===== src/rtl/ras_ckpt_stack.sv =====
// Return-address stack with checkpoint restore for speculative fetch.
// Circular storage: a full stack silently overwrites its oldest entry on push.
module ras_ckpt_stack #(
    parameter int RAS_ENTRIES = 16,
    parameter int PC_WIDTH = 38,
    localparam int LOG_RAS_ENTRIES = $clog2(RAS_ENTRIES)
) (
    input  logic                       CLK,
    input  logic                       nRST,
    input  logic                       push_valid,
    input  logic [PC_WIDTH-1:0]        push_pc,
    input  logic                       pop_valid,
    input  logic                       restore_valid,
    input  logic [LOG_RAS_ENTRIES-1:0] restore_idx,
    input  logic [LOG_RAS_ENTRIES:0]   restore_count,
    input  logic                       restore_push_valid,
    input  logic [PC_WIDTH-1:0]        restore_push_pc,
    output logic [PC_WIDTH-1:0]        ret_pc,
    output logic [LOG_RAS_ENTRIES-1:0] top_idx,
    output logic [LOG_RAS_ENTRIES:0]   count,
    output logic                       empty,
    output logic                       full
);

    // Requests are single-cycle valid strobes with no ready: every request
    // present at a rising edge is accepted on that edge; restore outranks push/pop.

    localparam int CW = LOG_RAS_ENTRIES + 1;
    localparam logic [CW-1:0] FULL_COUNT = CW'(RAS_ENTRIES);
    localparam logic [CW-1:0] CNT_ONE = CW'(1);
    localparam logic [CW:0] WIDE_FULL = (CW+1)'(RAS_ENTRIES);
    localparam logic [CW:0] WIDE_ONE = (CW+1)'(1);
    localparam logic [LOG_RAS_ENTRIES-1:0] IDX_ONE = LOG_RAS_ENTRIES'(1);

    logic [PC_WIDTH-1:0]        entries [RAS_ENTRIES];
    logic [LOG_RAS_ENTRIES-1:0] top_q;
    logic [CW-1:0]              count_q;

    logic [LOG_RAS_ENTRIES-1:0] next_top;
    logic [CW-1:0]              next_count;
    logic                       wr_en;
    logic [LOG_RAS_ENTRIES-1:0] wr_idx;
    logic [PC_WIDTH-1:0]        wr_data;
    logic [CW:0]                restore_inc;

    // One extra bit so a checkpointed count near 2*RAS_ENTRIES cannot wrap before clamping.
    assign restore_inc = {1'b0, restore_count} + WIDE_ONE;

    always_comb begin
        next_top   = top_q;
        next_count = count_q;
        wr_en      = 1'b0;
        wr_idx     = top_q;
        wr_data    = push_pc;
        if (restore_valid) begin
            if (restore_push_valid) begin
                next_top   = restore_idx + IDX_ONE;
                wr_en      = 1'b1;
                wr_idx     = restore_idx + IDX_ONE;
                wr_data    = restore_push_pc;
                next_count = (restore_inc > WIDE_FULL) ? FULL_COUNT : restore_inc[CW-1:0];
            end else begin
                next_top   = restore_idx;
                next_count = (restore_count > FULL_COUNT) ? FULL_COUNT : restore_count;
            end
        end else if (push_valid && pop_valid) begin
            // Call and return together replace the top in place.
            wr_en      = 1'b1;
            wr_idx     = top_q;
            next_count = (count_q == '0) ? CNT_ONE : count_q;
        end else if (push_valid) begin
            next_top   = top_q + IDX_ONE;
            wr_en      = 1'b1;
            wr_idx     = top_q + IDX_ONE;
            next_count = (count_q == FULL_COUNT) ? FULL_COUNT : count_q + CNT_ONE;
        end else if (pop_valid && count_q != '0) begin
            next_top   = top_q - IDX_ONE;
            next_count = count_q - CNT_ONE;
        end
    end

    always_ff @(posedge CLK) begin
        if (!nRST) begin
            top_q   <= '0;
            count_q <= '0;
            for (int i = 0; i < RAS_ENTRIES; i++) begin
                entries[i] <= '0;
            end
        end else begin
            top_q   <= next_top;
            count_q <= next_count;
            if (wr_en) begin
                entries[wr_idx] <= wr_data;
            end
        end
    end

    assign ret_pc  = entries[top_q];
    assign top_idx = top_q;
    assign count   = count_q;
    assign empty   = (count_q == '0);
    assign full    = (count_q == FULL_COUNT);

endmodule


===== config.mk =====
export PLATFORM = sky130hd
export DESIGN_NAME = ras_ckpt_stack
export DESIGN_NICKNAME = d
export VERILOG_FILES = /design/src/rtl/ras_ckpt_stack.sv
export SDC_FILE = /design/constraint.sdc
export NUM_CORES = 1
export LEC_CHECK = 0
export ABC_AREA = 0
export CORE_MARGIN = 1.5
export CORE_UTILIZATION = 51
export CTS_CLUSTER_DIAMETER = 150
export CTS_CLUSTER_SIZE = 25
export DETAILED_ROUTE_END_ITERATION = 8
export PLACE_DENSITY = 0.69
export SLEW_MARGIN = 0
export SYNTH_ARGS = -nofsm -noshare
export SYNTH_HDL_FRONTEND = slang
export SYNTH_SLANG_ARGS = --single-unit
export TNS_END_PERCENT = 5

===== constraint.sdc =====
create_clock -name CLK -period 18.25 [get_ports CLK]
set_input_delay 3.65 -clock CLK [delete_from_list [all_inputs] [get_ports CLK]]
set_output_delay 3.65 -clock CLK [all_outputs]
set_load 0.005 [all_outputs]

### Word level (Yosys, flattened, before mapping)

Memory sizes are Yosys's and may differ from the RTL's. A register that Yosys moved wholly into a read port is not among the register bits.
Index checks and enable logic that the tools add are counted.

| word-level totals | value |
|---|---|
| flip-flop bits (word level) | 9 |
| bits in latches | 0 |
| RAM bits | 608 |
| memory bits (read-only) | 0 |
| input port bits | 91 |
| output and inout port bits | 49 |
| logic and storage cells | 56 |
| memories | 1 |

| operators by class | value |
|---|---|
| $add $sub $neg | 6 |
| $mul | 0 |
| divide/modulo/power cells | 0 |
| $lt $le $gt $ge | 2 |
| equal/unequal tests | 3 |
| shifts and indexed selects | 0 |
| mux-type cells | 33 |
| bitwise logic cells | 0 |
| reduce and logical (&&, ||, !) cells | 9 |

Memory list:

| name | depth | bits a word | read ports | clocked after memory_dff | wr ports | RTL line | source |
|---|---|---|---|---|---|---|---|
| entries | 16 | 38 | 1 | 1 | 16 | 35 | `logic [PC_WIDTH-1:0] entries [RAS_ENTRIES];` |

Operators with widths:

| kind | number |
|---|---|
| 38-bit 2-to-1 mux | 3 |
| 4-bit 2-to-1 mux | 12 |
| 5-bit 2-to-1 mux | 9 |
| 38-bit OR reduction | 1 |
| 1-bit 2-to-1 mux | 9 |
| 4-bit by 1-bit adder with 4-bit output, second input constant | 2 |
| 5-bit by 1-bit adder with 6-bit output, second input constant | 1 |
| 6-bit by 5-bit greater-than comparator with 1-bit output, second input constant | 1 |
| 5-bit by 1-bit adder with 5-bit output, second input constant | 1 |
| 5-bit == test, second input constant | 1 |
| 5-bit greater-than comparator, second input constant | 1 |
| 5-bit logical NOT | 1 |
| 5-bit nonzero test | 1 |
| 5-bit by 1-bit subtractor with 5-bit output, second input constant | 1 |
| 2-bit AND reduction | 2 |
| 4-bit nonzero test | 1 |
| 4-bit by 1-bit subtractor with 4-bit output, second input constant | 1 |
| 3-bit inequality test, second input constant | 1 |
| 3-bit nonzero test | 1 |
| 1-bit logical AND | 2 |
| 2-bit inequality test, second input constant | 1 |

### Logic depth before layout (Yosys ltp)

Gate-level depths: netlist (run 1).

| depth | value |
|---|---|
| depth after elaboration | 8 |
| depth in mapped cells | 10 |
| gate-level depth less buffers | 6 |

### Least setup slack after synthesis (run 1)

OpenSTA, ideal clock, no wires.

| timing | value |
|---|---|
| path type | input -> register |
| from | input push_valid |
| to | memory entries[1][0] (enable) |
| setup time | 0.539 ns |
| arrival | 9.044 ns |
| required time | 17.711 ns |
| slack | 8.667 ns |
| stages on the path | 8 |
| path buffers | 3 |
| cell sequence | buf_2 > buf_1 > inv_1 > ha_1 > mux2_2 > a31oi_1 > clkbuf_1 > o41ai_1 |

RTL lines:

| what | RTL line | source |
|---|---|---|
| start, declared | 10 | `input logic push_valid,` |
| end, declared | 35 |  |

==> results.tsv, run 1 <==
stage	metric	value	unit
run_status	outcome	complete, no violations	
final_layout	number of standard cells in the layout, taps in and fillers out	2655	
synthesis	fraction of synthesized cell area in xor and xnor cells	0.002711	
floorplanning	total number of placement rows	87	
power	Static Leakage	9.621	nW
worst_setup_path	Worst R2R Start	top_idx[0]	
timing	share of the cycle needed by the critical path after routing	0.4994	
worst_setup_path	Critical Path Source Type	flip-flop	
detailed_routing	drt initial violations	2780	
detailed_routing	mean routed wirelength per cell	31.30	um
synthesis	share of synthesized cell area in full adder, half adder and majority cells	0.004303	
detailed_routing	via count of the routed design	18950	
final_layout	Fillers	4449	
timing	slew margin rel.	0.1657	
floorplanning	effective utilization at floorplan	0.5157	
synthesis	number of enable-type register cells in the synthesized netlist	608	
timing	post-layout minimum cycle time	9113	ps
worst_setup_path	worst reg2reg path endpoint	entries[6][25]	
detailed_routing	count of unresolved DRC violations after routing	0	
floorplanning	DIE WIDTH	241.8	um
worst_setup_path	r2r setup slk	13660	ps
power	Final Power	2.945	mW
clock_tree	Clock Tree Root	sky130_fd_sc_hd__clkbuf_16	
synthesis	Synth Area in Compound Gates	0.04509	
power	sequential power share	0.567	
clock_tree	PostCTS Resize Cnt	0	
final_layout	post-route standard cell area excluding fillers	0.03182	sq mm
worst_hold_path	HP Class	reg -> reg	
worst_setup_path	data required time at the worst endpoint	14600	ps
place	gpl congestion	0.8335	
detailed_routing	via density per instance	7.136	
global_routing	largest net degree at the start of global routing	97	
synthesis	dominant combinational cell family by area after synthesis	multiplexers	
final_layout	Nets	2000	
power	cell-internal power	2.139	mW
clock_tree	clock tree from TritonCTS	yes	
synthesis	most area-consuming cells after synthesis	sky130_fd_sc_hd__edfxtp_1 (63%), sky130_fd_sc_hd__mux4_2 (15%), sky130_fd_sc_hd__nor3_1 (4.6%), sky130_fd_sc_hd__nor4_1 (3.3%), sky130_fd_sc_hd__a32oi_1 (2.4%)	
synthesis	Syn Nets	2008	
synthesis	unique cell type count in the Yosys netlist	65	
global_routing	Remaining Overflow, GRT	0	
synthesis	proportion of synthesized chip area in sequential cells	0.6368	
synthesis	FFs w/ async S/R, synth	0	
timing	Hold Vio Cnt, Final	0	
power	Clk pwr share	0.245	
synthesis	top cells by instance count after synthesis	sky130_fd_sc_hd__edfxtp_1 (608), sky130_fd_sc_hd__nor3_1 (267), sky130_fd_sc_hd__mux4_2 (190), sky130_fd_sc_hd__nor2_1 (164), sky130_fd_sc_hd__nor4_1 (154)	
synthesis	biggest area consumer among synthesized cells	sky130_fd_sc_hd__edfxtp_1	
place	placed insts	2625	
final_layout	antenna cell count	0	
timing	final clock skew	11.76	ps
synthesis	flops & latches, synth	621	
floorplanning	Die Footprint	0.05846	sq mm
power	net switching share of the total power	0.2738	
power	ratio of total power to cell area	92.57	mW/mm^2
worst_setup_path	CP Data Arrival Time	5460	ps
clock_tree	CTS buffer count	28	
global_routing	wire length of the first global-routing pass	123.1	mm
floorplanning	core region area	0.05639	sq mm
timing	Worst Hold Slack	628.1	ps
timing	final setup slack of the worst path	9137	ps
global_routing	Tot GR Track Use	0.2814	
clock_tree	# hold bufs at CTS	0	
synthesis	number of synthesis warnings	0	
final_layout	multi-input logic area	0.009814	sq mm
place	pre-CTS setup slack	9326	ps
global_routing	number of antenna violations at the first check in global routing	2	
synthesis	area fraction in and, or, nand and nor cells after synthesis	0.1254	
clock_tree	maximum clock insertion buffer count	3	
timing	Max Fclk	109.7	MHz
place	Final HPWL DP	45.43	mm
global_routing	number of global-route vias before repair	18620	
worst_setup_path	Setup CP Type	reg -> out	
timing	Tightest Pin Transition	1251	ps
power	maximum vdd ir drop	0.06957	mV
flow_run	max-cap check violation count	0	
synthesis	synthesized area per cell	15.25	sq um
place	number of buffers added on ports	139	
timing	Final setup viols	0	
synthesis	area share of the leading cell type in the synthesized netlist	0.6279	
worst_setup_path	Worst Reg2Reg Path Length in Cells	8	
detailed_routing	detailed-route wire length	83.10	mm
final_layout	utilization after layout	0.5643	
final_layout	storage element area	0.01853	sq mm
clock_tree	number of buffers added for setup after CTS	0	
clock_tree	Worst-Skew Late Latency	610	ps
worst_setup_path	crit end category	output pin	
timing	Post-Route Setup TNS	0	ps
timing	Max Transition Viols Final	0	
worst_setup_path	largest fanout on the critical path	51	
floorplanning	floorplan die height	241.8	um
floorplanning	boundary pin count	140	
power	Net Switching	806.4	uW
synthesis	area of the mapped netlist	0.02908	sq mm
detailed_routing	Pre-Repair DR Iteration Count	6	
timing	setup repair after global routing missed its margin	false	
synthesis	cells after synthesis	1907	
final_layout	fraction of final layout cells sized beyond drive strength 1	0.1843	
place	post-place instance area	0.03106	sq mm
clock_tree	Clock transition at path regs	90	ps
synthesis	ys flop type	sky130_fd_sc_hd__edfxtp_1	
detailed_routing	antenna viol nets, final	0	
synthesis	proportion of synthesized area in mux cells	0.1501	
clock_tree	H-tree Lvls	1	
clock_tree	clock tree sinks	621	
power	Combinational Power Share	0.188	
final_layout	synthesis-to-layout area growth	9.428	%
worst_setup_path	capturing element of the worst setup path	ret_pc[15]	
synthesis	most numerous cell in the Yosys netlist	sky130_fd_sc_hd__edfxtp_1	
==> placed cells by master (no fill, tap or decap), drive strengths merged, types with 4 or more instances in the layout <==
cell type | Yosys | routed
edfxtp | 608 | 608
nor3 | 307 | 307
mux4 | 190 | 190
nor2 | 164 | 164
nor4 | 154 | 154
clkdlybuf4s50 | 0 | 138
a32oi | 79 | 79
buf | 98 | 46
clkbuf | 124 | 29
inv | 13 | 13
o31ai | 13 | 13
dfxtp | 13 | 13
ha | 10 | 10
nand2 | 10 | 10
o21ai | 9 | 9
a21oi | 7 | 7
o41ai | 7 | 7
xnor2 | 6 | 6
o211ai | 5 | 5
nand3 | 5 | 5
a31oi | 5 | 5
mux2 | 4 | 4
and3b | 4 | 4
nand4 | 4 | 4
o21a | 4 | 4
mux2i | 4 | 4
==> flip-flops by register name, indices dropped and copies added (netlist names), named ones only <==
signal,flops
entries,608
count,5
top_idx,4
==> how the worst min path moves through the flow <==
stage,start,end,slack (ps),depth (start not counted)
after global routing,count[0],count[0],660,2
after global placement,count[0],count[0],600,2
final,count[0],count[0],630,2
after floorplan,top_idx[0],flip-flop,540,2
after CTS,count[0],count[0],620,2
after detailed placement,count[0],count[0],600,2
==> critical path, cell delays in order (launching register included) <==
cell	delay (ps)
sky130_fd_sc_hd__dfxtp_4	390
sky130_fd_sc_hd__buf_4	810
sky130_fd_sc_hd__buf_4	940
sky130_fd_sc_hd__buf_4	910
sky130_fd_sc_hd__mux4_2	640
sky130_fd_sc_hd__mux4_2	500
sky130_fd_sc_hd__clkdlybuf4s50_1	480
==> routing by layer <==
layer	track usage	part of all wire	wire, um
met2	0.4360	0.46	38490
met1	0.4151	0.39	32270
met5	0	0.00011	9
met4	0.07335	0.027	2247
met3	0.05050	0.12	10070
==> area by class of cell <==
| cell class | count | area share |
|---|---|---|
| inverters | 13 | 0.001534 |
| clock inverters | 1 | 0.0009437 |
| well taps | 756 | 0.02973 |
| flip-flops and latches | 621 | 0.5824 |
| repair buffers | 184 | 0.05419 |
| multi-input cells | 1051 | 0.3084 |
| clock buffers | 29 | 0.02281 |
==> power groups by stage <==
stage          logic, mW  clock network [mW]  registers (mW)
6_report           0.554               0.721            1.67
5_1_grt            0.577               0.764            1.68
4_1_cts            0.548               0.722            1.67
3_5_place_dp       0.547                   0            1.70
3_3_place_gp       0.543                   0            1.70
2_1_floorplan      0.333                   0            1.69
==> cell families (layout without fill, tap and decap cells) <==
group / after synthesis / after routing
buffers and inverters: 235 / 227
muxes: 198 / 198
and+or+nand+nor: 675 / 675
AOI/OAI and AO/OA: 159 / 159
DFF: 621 / 621
xor gates and xnor gates: 9 / 9
adders and majority gates: 10 / 10
(Power assumes the default switching activity.)
==> run 2: changes to the inputs <==
Clock period 18.25 ns to 9.04 ns, I/O delays scaled along.
==> run 2 against run 1 <==
Against the previous run: largest cell class unchanged; largest power group unchanged; setup slack worse by 6100 ps; via count is 2.0% lower; flip-flop and latch count did not move; highest routed layer is now met4.
==> results.tsv, run 2 (synthesized netlist as in run 1, its figures left out) <==
stage	metric	value	unit	change
final_layout	Nets	2000		unchanged
timing	Max Fclk	165.9	MHz	
final_layout	antenna cell count	0		unchanged
clock_tree	clock tree sinks	621		unchanged
power	ratio of total power to cell area	187.1	mW/mm^2	+100%
clock_tree	Worst-Skew Late Latency	610	ps	about the same
final_layout	commonest cells after routing, fill and taps aside	sky130_fd_sc_hd__edfxtp_1 (608), sky130_fd_sc_hd__nor3_1 (266), sky130_fd_sc_hd__mux4_2 (190)		
worst_setup_path	Setup CP Type	in -> reg		
clock_tree	maximum clock insertion buffer count	3		unchanged
worst_setup_path	CP max stage cell	sky130_fd_sc_hd__clkdlybuf4s50_1		
floorplanning	floorplan die height	241.8	um	unchanged
worst_setup_path	cells traversed along the worst timing path	clkdlybuf4s50_1, nand4bb_1, mux2_2, o211ai_1, o31ai_4, buf_4		
worst_hold_path	HP Class	reg -> reg		
global_routing	largest net degree at the start of global routing	131		+35%
detailed_routing	antenna viol nets, final	0		unchanged
place	number of buffers added on ports	139		unchanged
floorplanning	core region area	0.05639	sq mm	unchanged
clock_tree	H-tree Lvls	1		unchanged
worst_setup_path	largest fanout on the critical path	41		-20%
timing	final clock skew	13.50	ps	+1.737 ps
timing	share of the cycle needed by the critical path after routing	0.6666		
final_layout	synthesis-to-layout area growth	9.686	%	
detailed_routing	Pre-Repair DR Iteration Count	5		-1
timing	setup repair after global routing missed its margin	false		
place	placed insts	2625		unchanged
place	gpl congestion	0.8513		+2.1%
floorplanning	boundary pin count	140		unchanged
global_routing	wire length of the first global-routing pass	119.8	mm	-2.7%
timing	Tightest Pin Transition	1244	ps	-7.875 ps
clock_tree	# hold bufs at CTS	0		unchanged
detailed_routing	drt initial violations	2470		-11%
floorplanning	Die Footprint	0.05846	sq mm	unchanged
final_layout	post-route standard cell area excluding fillers	0.03189	sq mm	+0.24%
clock_tree	clock tree from TritonCTS	yes		
run_status	outcome	complete, no violations		
timing	Max Transition Viols Final	0		unchanged
timing	slew margin rel.	0.1709		+0.005250
final_layout	Largest register FFs	608		unchanged
timing	Final setup viols	0		unchanged
detailed_routing	mean routed wirelength per cell	30.29	um	-3.2%
final_layout	utilization after layout	0.5656		+0.001331
floorplanning	DIE WIDTH	241.8	um	unchanged
clock_tree	CTS buffer count	28		unchanged
worst_setup_path	CP Data Arrival Time	6270	ps	+810 ps
floorplanning	total number of placement rows	87		unchanged
place	Final HPWL DP	45.88	mm	+0.99%
worst_setup_path	data required time at the worst endpoint	9290	ps	-5310 ps
timing	post-layout minimum cycle time	6026	ps	
power	Static Leakage	9.644	nW	+0.24%
place	post-place instance area	0.03110	sq mm	+0.12%
timing	Hold Vio Cnt, Final	0		unchanged
clock_tree	PostCTS Resize Cnt	0		unchanged
global_routing	number of global-route vias before repair	18500		-0.65%
power	maximum vdd ir drop	0.1576	mV	+130%
final_layout	Fillers	4469		+0.45%
final_layout	most common cell after layout, fill and taps aside	sky130_fd_sc_hd__edfxtp_1		
detailed_routing	count of unresolved DRC violations after routing	0		unchanged
worst_setup_path	crit end category	flip-flop		
flow_run	max-cap check violation count	0		unchanged
global_routing	number of antenna violations at the first check in global routing	0		-2
power	Final Power	5.968	mW	+100%
detailed_routing	detailed-route wire length	80.73	mm	-2.8%
global_routing	Tot GR Track Use	0.2747		-0.006732
timing	Post-Route Setup TNS	0	ps	unchanged
worst_setup_path	Critical Path Source Type	input pin		
global_routing	Remaining Overflow, GRT	0		unchanged
final_layout	fraction of final layout cells sized beyond drive strength 1	0.1833		-0.0009655
floorplanning	effective utilization at floorplan	0.5157		unchanged
detailed_routing	via count of the routed design	18570		-2.0%
final_layout	number of standard cells in the layout, taps in and fillers out	2665		+0.38%
detailed_routing	via density per instance	6.970		-2.3%
clock_tree	number of buffers added for setup after CTS	0		unchanged
worst_setup_path	delay of the slowest cell on the worst path	1070	ps	+130 ps
clock_tree	Clock Tree Root	sky130_fd_sc_hd__clkbuf_16		
final_layout	register ranked first by flip-flop count	entries		
clock_tree	Clock transition at path regs	100	ps	about the same
run 2: changes by cell type in the layout (fill, tap and decap cells not counted):
cell                       before  now
sky130_fd_sc_hd__clkbuf_1       0   10
sky130_fd_sc_hd__buf_12         0    3
sky130_fd_sc_hd__buf_4         45   42
run 2: report_power, final:
| part | switching, mW | internal (mW) |
|---|---|---|
| Combinational | 0.694 | 0.416 |
| Sequential | 0.0678 | 3.30 |
| Clock | 0.868 | 0.618 |
| Total | 1.63 | 4.34 |
run 2: worst max-delay path: cells and delay by family:
| family | cells | cell delay [ps] |
|---|---|---|
| AO/OA/AOI/OAI | 2 | 1350 |
| buffers and inverters | 2 | 1710 |
| AND/OR/NAND/NOR | 1 | 350 |
| multiplexers | 1 | 1000 |
run 2: final timing paths:
| path | cells after the start | from | slack, ps | to |
|---|---|---|---|---|
| max | 6 | push_valid | 3010 | entries[0][14] |
| min | 2 | count[0] | 620 | count[0] |
| max reg2reg | 6 | top_idx[0] | 4600 | entries[0][14] |
| min reg2reg | 2 | count[0] | 620 | count[0] |
run 2: area by class of cell:
type                            count  area (sq um)  share of cell area
Multi-Input combinational cell   1051          9814              0.3077
Sequential cell                   621         18530              0.5810
Timing Repair Buffer              184          1762             0.05524
Tap cell                          756         945.9             0.02966
Clock buffer                       39         763.2             0.02393
Inverter                           13         48.80            0.001530
Clock inverter                      1         30.03           0.0009415
run 2: metrics by stage:
stage	hold WS, ps	setup WS [ps]
2_1_floorplan	539.1	1299
3_3_place_gp	587.5	2482
3_5_place_dp	594.0	2425
4_1_cts	617.1	3096
5_1_grt	686.4	2822
6_report	623.8	3014
run 2: routing by layer:
layer	routed length [um]	share of wire	global-route usage	vias to the layer above
met5	0	0	0	-
met3	9148	0.11	0.05549	115
met4	1638	0.020	0.05882	0
met2	38450	0.48	0.4373	1106
met1	31490	0.39	0.3957	9546
li1	-	-	-	7807
